===== src/rtl/design_27_initiator.sv =====
// Start/valid transaction initiator: one outstanding operand pair, result or timeout returned over ready/valid.
// dut_start fires 1 cycle after acceptance; response 1 cycle after dut_valid; req_ready only in IDLE.
module design_27_initiator #(
  parameter int W       = 12,
  parameter int TIMEOUT = 64
) (
  input  logic         clk,
  input  logic         rst_n,
  input  logic         req_valid,
  output logic         req_ready,
  input  logic [W-1:0] req_a,
  input  logic [W-1:0] req_b,
  output logic         rsp_valid,
  input  logic         rsp_ready,
  output logic [W-1:0] rsp_y,
  output logic         rsp_err,
  output logic         dut_start,
  output logic [W-1:0] dut_a,
  output logic [W-1:0] dut_b,
  input  logic [W-1:0] dut_y,
  input  logic         dut_valid,
  output logic         busy,
  output logic [7:0]   stray_cnt
);

  localparam int CW = $clog2(TIMEOUT) + 1;
  localparam logic [CW-1:0] CNT_LAST = CW'(TIMEOUT - 1);

  typedef enum logic [1:0] {IDLE, ISSUE, WAIT, RESP} state_e;

  state_e         state_q, state_d;
  logic [W-1:0]   a_q, a_d, b_q, b_d, y_q, y_d;
  logic           err_q, err_d;
  logic [CW-1:0]  cnt_q, cnt_d;
  logic [7:0]     stray_q, stray_d;

  always_ff @(posedge clk or negedge rst_n) begin
    if (!rst_n) begin
      state_q <= IDLE;
      a_q     <= '0;
      b_q     <= '0;
      y_q     <= '0;
      err_q   <= 1'b0;
      cnt_q   <= '0;
      stray_q <= '0;
    end else begin
      state_q <= state_d;
      a_q     <= a_d;
      b_q     <= b_d;
      y_q     <= y_d;
      err_q   <= err_d;
      cnt_q   <= cnt_d;
      stray_q <= stray_d;
    end
  end

  always_comb begin
    state_d = state_q;
    a_d     = a_q;
    b_d     = b_q;
    y_d     = y_q;
    err_d   = err_q;
    cnt_d   = cnt_q;
    stray_d = stray_q;
    case (state_q)
      IDLE: begin
        if (req_valid) begin
          a_d     = req_a;
          b_d     = req_b;
          state_d = ISSUE;
        end
      end
      ISSUE: begin
        cnt_d   = '0;
        state_d = WAIT;
      end
      WAIT: begin
        // A result arriving on the last wait cycle still beats the timeout.
        if (dut_valid) begin
          y_d     = dut_y;
          err_d   = 1'b0;
          state_d = RESP;
        end else if (cnt_q == CNT_LAST) begin
          y_d     = '0;
          err_d   = 1'b1;
          state_d = RESP;
        end else begin
          cnt_d = cnt_q + CW'(1);
        end
      end
      RESP: begin
        if (rsp_ready) state_d = IDLE;
      end
      default: state_d = IDLE;
    endcase
    if (dut_valid && state_q != WAIT && stray_q != 8'hFF)
      stray_d = stray_q + 8'd1;
  end

  assign req_ready = (state_q == IDLE);
  assign busy      = (state_q != IDLE);
  assign dut_start = (state_q == ISSUE);
  assign rsp_valid = (state_q == RESP);
  assign rsp_y     = y_q;
  assign rsp_err   = err_q;
  assign dut_a     = a_q;
  assign dut_b     = b_q;
  assign stray_cnt = stray_q;

endmodule


===== config.mk =====
export PLATFORM = sky130hd
export DESIGN_NAME = design_27_initiator
export DESIGN_NICKNAME = d
export VERILOG_FILES = /design/src/rtl/design_27_initiator.sv
export SDC_FILE = /design/constraint.sdc
export NUM_CORES = 1
export LEC_CHECK = 0
export CORE_UTILIZATION = 47
export CTS_CLUSTER_SIZE = 28
export DETAILED_ROUTE_END_ITERATION = 12
export HOLD_SLACK_MARGIN = 0.08
export PLACE_DENSITY = 0.87
export SLEW_MARGIN = 20
export SYNTH_ARGS = -nofsm -noshare
export SYNTH_HDL_FRONTEND = slang
export SYNTH_SLANG_ARGS = --single-unit

===== constraint.sdc =====
create_clock -name clk -period 5.2 [get_ports clk]
set_clock_uncertainty 0.1 [all_clocks]
set_input_delay 0.78 -clock clk [delete_from_list [all_inputs] [get_ports clk]]
set_output_delay 0.78 -clock clk [all_outputs]
set_load 0.02 [all_outputs]

==> impl_metrics.csv, run 1 <==
group,metric,value,unit
finish,fill_cells,341,
worst_setup_path,crit_buf_inv,3,
worst_setup_path,slowest_stage,"clkdlybuf4s50_1",
worst_hold_path,min_path_type,"reg2reg",
finish,register_area,1351,um2
global_routing,grt_pass1_wl,8286,um
synth,yosysSeqAreaShare,58.35,%
global_routing,overflow,0,
synth,syn_nets,224,
synth,syn_area,2316,um2
die,ios,90,
synth,synth-edff-count,0,
sta,hold_viol_final,0,
run_status,status,"finished, final reports clean",
clock_network,cts_setup_buffers,0,
sta,fmax,379.5,MHz
pwr,peakVddDrop,0.0003102,V
die,rows,25,
finish,layout_commonest_cell,"clkdlybuf4s50_1",
global_routing,grtUsageTotal,20.70,%
pwr,p_leak,1.447,nW
finish,instances_no_fill,335,
clock_network,cts_tree,"yes",
synth,async_flop_share,100.0,%
worst_setup_path,worstSetupPathType,"reg2out",
synth,synth_mux_area_share,13.13,%
worst_setup_path,critPathLaunchType,"flip-flop",
detailed_routing,vias,1726,
clock_network,cts_resized,0,
synth,synth.area.top_cells,"dfrtp_1 58%, mux2_2 13%, a22o_1 4.5%, ha_1 3.8%, nand2_1 1.8%",
sta,tightest_slew,970.2,ps
die,start_util,49.03,%
sta,slew_violations,0,
sta,rsz0062_at_grt,"false",
worst_setup_path,path_cells,"inv_1 > ha_1 > inv_1 > clkdlybuf4s50_1",
sta,min_period,2635,ps
placement,dp_hpwl,3591,um
detailed_routing,avgViaCountPerCell,5.152,
global_routing,grt_start_max_net_pins,55,
global_routing,grtUsageMet1,27.24,%
finish,nNetsFinal,315,
global_routing,antenna_found_initial,0,
clock_network,clock_sinks,54,
clock_network,cts_buffers,5,
detailed_routing,wire_per_inst,15.07,um
finish,final_util,71.74,%
finish,drive_gt1_share,15.67,%
synth,synth-simple-area-share,8.320,%
synth,ys_warn_count,0,
flow_run,drv_cap,0,
die,die_x,72.20,um
sta,fin_crit_sh,50.67,%
sta,slew_headroom,35.16,%
clock_network,hold_buffers,0,
worst_setup_path,cp.arrival,1750,ps
clock_network,path_clk_slew,100,ps
global_routing,top_usage_layer,"met2",
placement,gp_congestion,0.7406,
synth,synth-main-ff-cell,"dfrtp_1",
synth,synth_top_area_share,58.35,%
synth,synth-xor-area-share,1.891,%
detailed_routing,drcViolationCount,0,
clock_network,clk_latency,310,ps
sta,hold_ws,412.8,ps
worst_setup_path,critPathMaxStageDelay,600,ps
detailed_routing,routed_wl,5047,um
worst_setup_path,crit_top_cell,"inv_1",
clock_network,root_buffer,"clkbuf_8",
sta,setup_viol,0,
placement,portBuffers,89,
synth,synth_top_area_cell,"dfrtp_1",
pwr,report.power.total,2.051,mW
clock_network,clk_path_buf_depth,2,
synth,synth-compound-area-share,12.10,%
finish,syn_to_final_growth,46.30,%
synth,synthAdderAreaFrac,3.782,%
synth,synth.ff_latch_count,54,
finish,final_cell_mix,"88 x clkdlybuf4s50_1, 54 x dfrtp_1, 26 x mux2_2",
die,die_area,5212,um2
global_routing,grt_use_met3,5.556,%
detailed_routing,drt_first_iter_violations,48,
worst_setup_path,crit_path_end_kind,"output port",
pwr,power_density,605.4,nW/um2
synth,synth_top_family_by_area,"multiplexers",
global_routing,grt_use_met2,34.48,%
synth,syn_inst,176,
die,die_h,72.20,um
placement,post-place-cells,327,
synth,post_synth_num_cell_types,39,
global_routing,grt_pass1_vias,1745,
finish,n_antenna_cell,0,
worst_setup_path,cp.required,4320,ps
worst_setup_path,crit_path_max_fanout,4,
die,fp.coreArea,4723,um2
clock_network,htreeDepth,2,
worst_setup_path,critPathTopFamily,"buffers and inverters",
synth,syn_avg_cell_area,13.16,um2
detailed_routing,drt_first_pass_iters,4,
detailed_routing,ant_nets,0,
sta,fin_tns_setup,0,ps
finish,multi_input_area,908.4,um2
[cell type report]
class | count | share of cell area (%)
Sequential cell | 54 | 39.88
Inverter | 8 | 0.8863
Timing Repair Buffer | 90 | 26.37
Clock buffer | 6 | 2.437
Multi-Input combinational cell | 108 | 26.81
Clock inverter | 2 | 1.145
Tap cell | 67 | 2.474
[flip-flops by register name, indices dropped and copies added (netlist names)]
name / count
cnt_q: 7
dut_a: 12
dut_b: 12
rsp_err: 1
rsp_y: 12
state_q: 2
stray_cnt: 8
[per-stage QoR]
stage | setup slack (ps) | instance area (um2)
global placement | 2644 | 3267
finish | 2565 | 3388
global route | 2481 | 3388
floorplan | 3345 | 2316
detailed placement | 2608 | 3267
CTS | 2547 | 3388
[metal layers]
layer | vias to the layer above | routed length (um)
met5 | - | 0
met4 | 0 | 46
met3 | 5 | 356
met2 | 62 | 2452
met1 | 846 | 2191
li1 | 813 | -
[worst reg2reg max path: cells and delay by family, from the launching register on]
kind            cells  cell delay (ps)
flops               1              410
fa+ha+maj           1              380
simple gates        1              380
mux                 1              360
compound gates      1              290
buf+inv             1               90
[power breakdown]
part	switching [mW]	internal, mW	leakage [nW]
logic	0.499	0.533	0.717
clock network	0.140	0.159	0.0618
registers	0.123	0.597	0.668
[worst paths after layout]
check | depth (start not counted) | start | end | slack [ps]
worst min-delay path | 1 | dut_b[2] | dut_b[2] | 410
worst max-delay path | 4 | state_q[0] | busy | 2570
worst min register to register | 1 | dut_b[2] | dut_b[2] | 410
min in group asynchronous | 2 | rst_n | stray_cnt[4] | 480
max in group asynchronous | 2 | rst_n | rsp_y[0] | 4070
worst max register to register | 5 | state_q[0] | stray_cnt[1] | 3080
[synth_stat cells, drive strengths merged (2+ instances only)]
master,instances
dfrtp,54
mux2,27
a22o,12
nand2,11
a21oi,8
inv,8
ha,7
o21ai,5
buf,4
a21boi,3
and4,3
nand3,3
nand4,3
o211ai,3
xnor2,3
clkbuf,2
nand2b,2
nor2,2
nor2b,2
xor2,2
[logic make-up after synthesis]
group                      Yosys count
xor gates and xnor gates             5
and+or+nand+nor                     32
muxes                               27
buffers and inverters               14
DFF                                 54
AOI/OAI and AO/OA                   37
adders and majority gates            7
(Power assumes the default switching activity.)
==> run 2: changes to the inputs <==
CORE_UTILIZATION = 43   (was 47)
PLACE_DENSITY = 0.81   (was 0.87)
clock period = 2.5 ns   (was 5.2 ns; I/O delays follow)
==> run 2 against run 1 <==
Against the previous run:
- sequential power up 110%
- flip-flop and latch count unchanged
- non-clock buffer count rose by 5
- first-iteration DRC count is 21% higher
- register-to-register slack got worse by 2400 ps
- largest power group unchanged
- count of clock-buffer cells in the layout fell by 1
- utilization decreased by 4.8 points
==> impl_metrics.csv, run 2 (same netlist as run 1, synthesis figures left out) <==
group,metric,value,unit
run_status,status,"finished, final reports clean",
global_routing,antenna_found_initial,0,
worst_setup_path,reg2reg_slack,650,ps
flow_run,drv_cap,0,
detailed_routing,routed_wl,4790,um
finish,layout_commonest_cell,"clkdlybuf4s50_1",
sta,rsz0062_at_grt,"false",
finish,drive_gt1_share,16.85,%
worst_hold_path,min_from,"rsp_err",
clock_network,clk_path_buf_depth,2,
sta,hold_ws,404.1,ps
worst_hold_path,min_path_type,"reg2reg",
placement,portBuffers,89,
clock_network,cts_buffers,5,
sta,min_period,2231,ps
pwr,p_leak,1.471,nW
pwr,peakVddDrop,0.0006508,V
sta,slew_headroom,62.01,%
worst_setup_path,crit_path_end_kind,"output port",
worst_setup_path,worstSetupPathType,"reg2out",
die,fp.coreArea,5140,um2
detailed_routing,dr.max_layer_used,"met4",
placement,dp_hpwl,3578,um
clock_network,cts_tree,"yes",
clock_network,path_clk_slew,90,ps
sta,fmax,448.3,MHz
detailed_routing,wl_met3,355,um
placement,gp_congestion,0.7682,
finish,design_area,3440,um2
sta,hold_viol_final,0,
detailed_routing,routed-wl-met2,2190,um
worst_setup_path,critPathLaunchType,"flip-flop",
detailed_routing,avgViaCountPerCell,4.985,
die,start_util,45.06,%
detailed_routing,drt_first_pass_iters,4,
worst_setup_path,r2r_end,"stray_cnt[1]",
worst_hold_path,min_to,"rsp_err",
placement,post_dp_cell_area,3313,um2
sta,tightest_slew,569.9,ps
clock_network,clk_latency,310,ps
worst_setup_path,rr_worst_depth,5,
sta,slew_violations,0,
detailed_routing,ant_nets,0,
worst_setup_path,cp.required,2030,ps
die,die_h,75.39,um
detailed_routing,drt_first_iter_violations,58,
finish,final_cell_mix,"88 x clkdlybuf4s50_1, 54 x dfrtp_1, 26 x mux2_2",
clock_network,root_buffer,"clkbuf_8",
sta,setup_viol,0,
clock_network,clock_sinks,54,
sta,fin_tns_setup,0,ps
finish,final_util,66.92,%
clock_network,htreeDepth,2,
worst_hold_path,hold_depth,2,
global_routing,grt_pass1_vias,1615,
global_routing,grt_pass1_wl,7555,um
global_routing,grt_start_max_net_pins,31,
finish,syn_to_final_growth,48.51,%
sta,fin_crit_sh,89.23,%
finish,nNetsFinal,320,
worst_setup_path,cp.arrival,1760,ps
detailed_routing,wire_per_inst,13.97,um
die,rows,26,
worst_setup_path,crit_path_max_fanout,4,
global_routing,grtUsageTotal,17.76,%
detailed_routing,vias,1710,
worst_setup_path,r2r_start,"state_q[0]",
detailed_routing,wl_met1,2189,um
die,ios,90,
die,die_area,5684,um2
finish,n_antenna_cell,0,
clock_network,cts_setup_buffers,0,
global_routing,overflow,0,
detailed_routing,drcViolationCount,0,
pwr,power_density,1243,nW/um2
die,die_x,75.39,um
## run 2: changes by cell type in the layout (fill, tap and decap cells not counted)
cell           change
clkbuf_8           -1
buf_12             +1
buf_4              +3
dlygate4sd3_1      +1
clkinv_4           +1
## run 2: stage by stage
stage	power, mW	setup slack (ps)	std cells
floorplan	2.675	730.9	176
global placement	3.652	447.9	334
detailed placement	3.709	422.7	334
CTS	4.317	252.8	343
global route	4.544	206.5	343
finish	4.274	269.2	343
## run 2: metal layers
metal  up-vias  track usage, %
li1        828               -
met3         5           4.762
met5         -               0
met2        65           27.38
met4         0           6.173
met1       812           24.42
## run 2: cell type report
type	instances	area [um2]
fill	420	1700
sequential	54	1351
timing repair buffer	95	945.9
multi-input combinational	108	908.4
tap	70	87.58
clock buffer	5	68.82
clock inverter	3	47.55
inverter	8	30.03
## run 2: report_power, final
group	switching (mW)	internal (mW)
Sequential	0.246	1.24
Clock	0.292	0.304
Combinational	1.05	1.14
Total	1.58	2.69
## run 2: worst max-delay path by stage
stage	startpoint	endpoint	slack [ps]	depth (start not counted)
2_1_floorplan	state_q[0]	stray_cnt[1]	730	5
3_3_place_gp	dut_valid	cnt_q[5]	450	5
3_5_place_dp	dut_valid	cnt_q[5]	420	5
4_1_cts	state_q[0]	busy	250	4
5_1_grt	state_q[0]	busy	210	4
6_report	state_q[0]	busy	270	4
## run 2: worst max-delay path, stage by stage, from the launching register on
cell	delay [ps]
dfrtp_1	420
inv_1	100
ha_1	240
inv_1	90
clkdlybuf4s50_1	610
## run 2: timing repair
action                                 in CTS  in global routing
resized for setup                           0                  0
hold buffers                                1                  0
endpoints found under the hold margin      24                  0
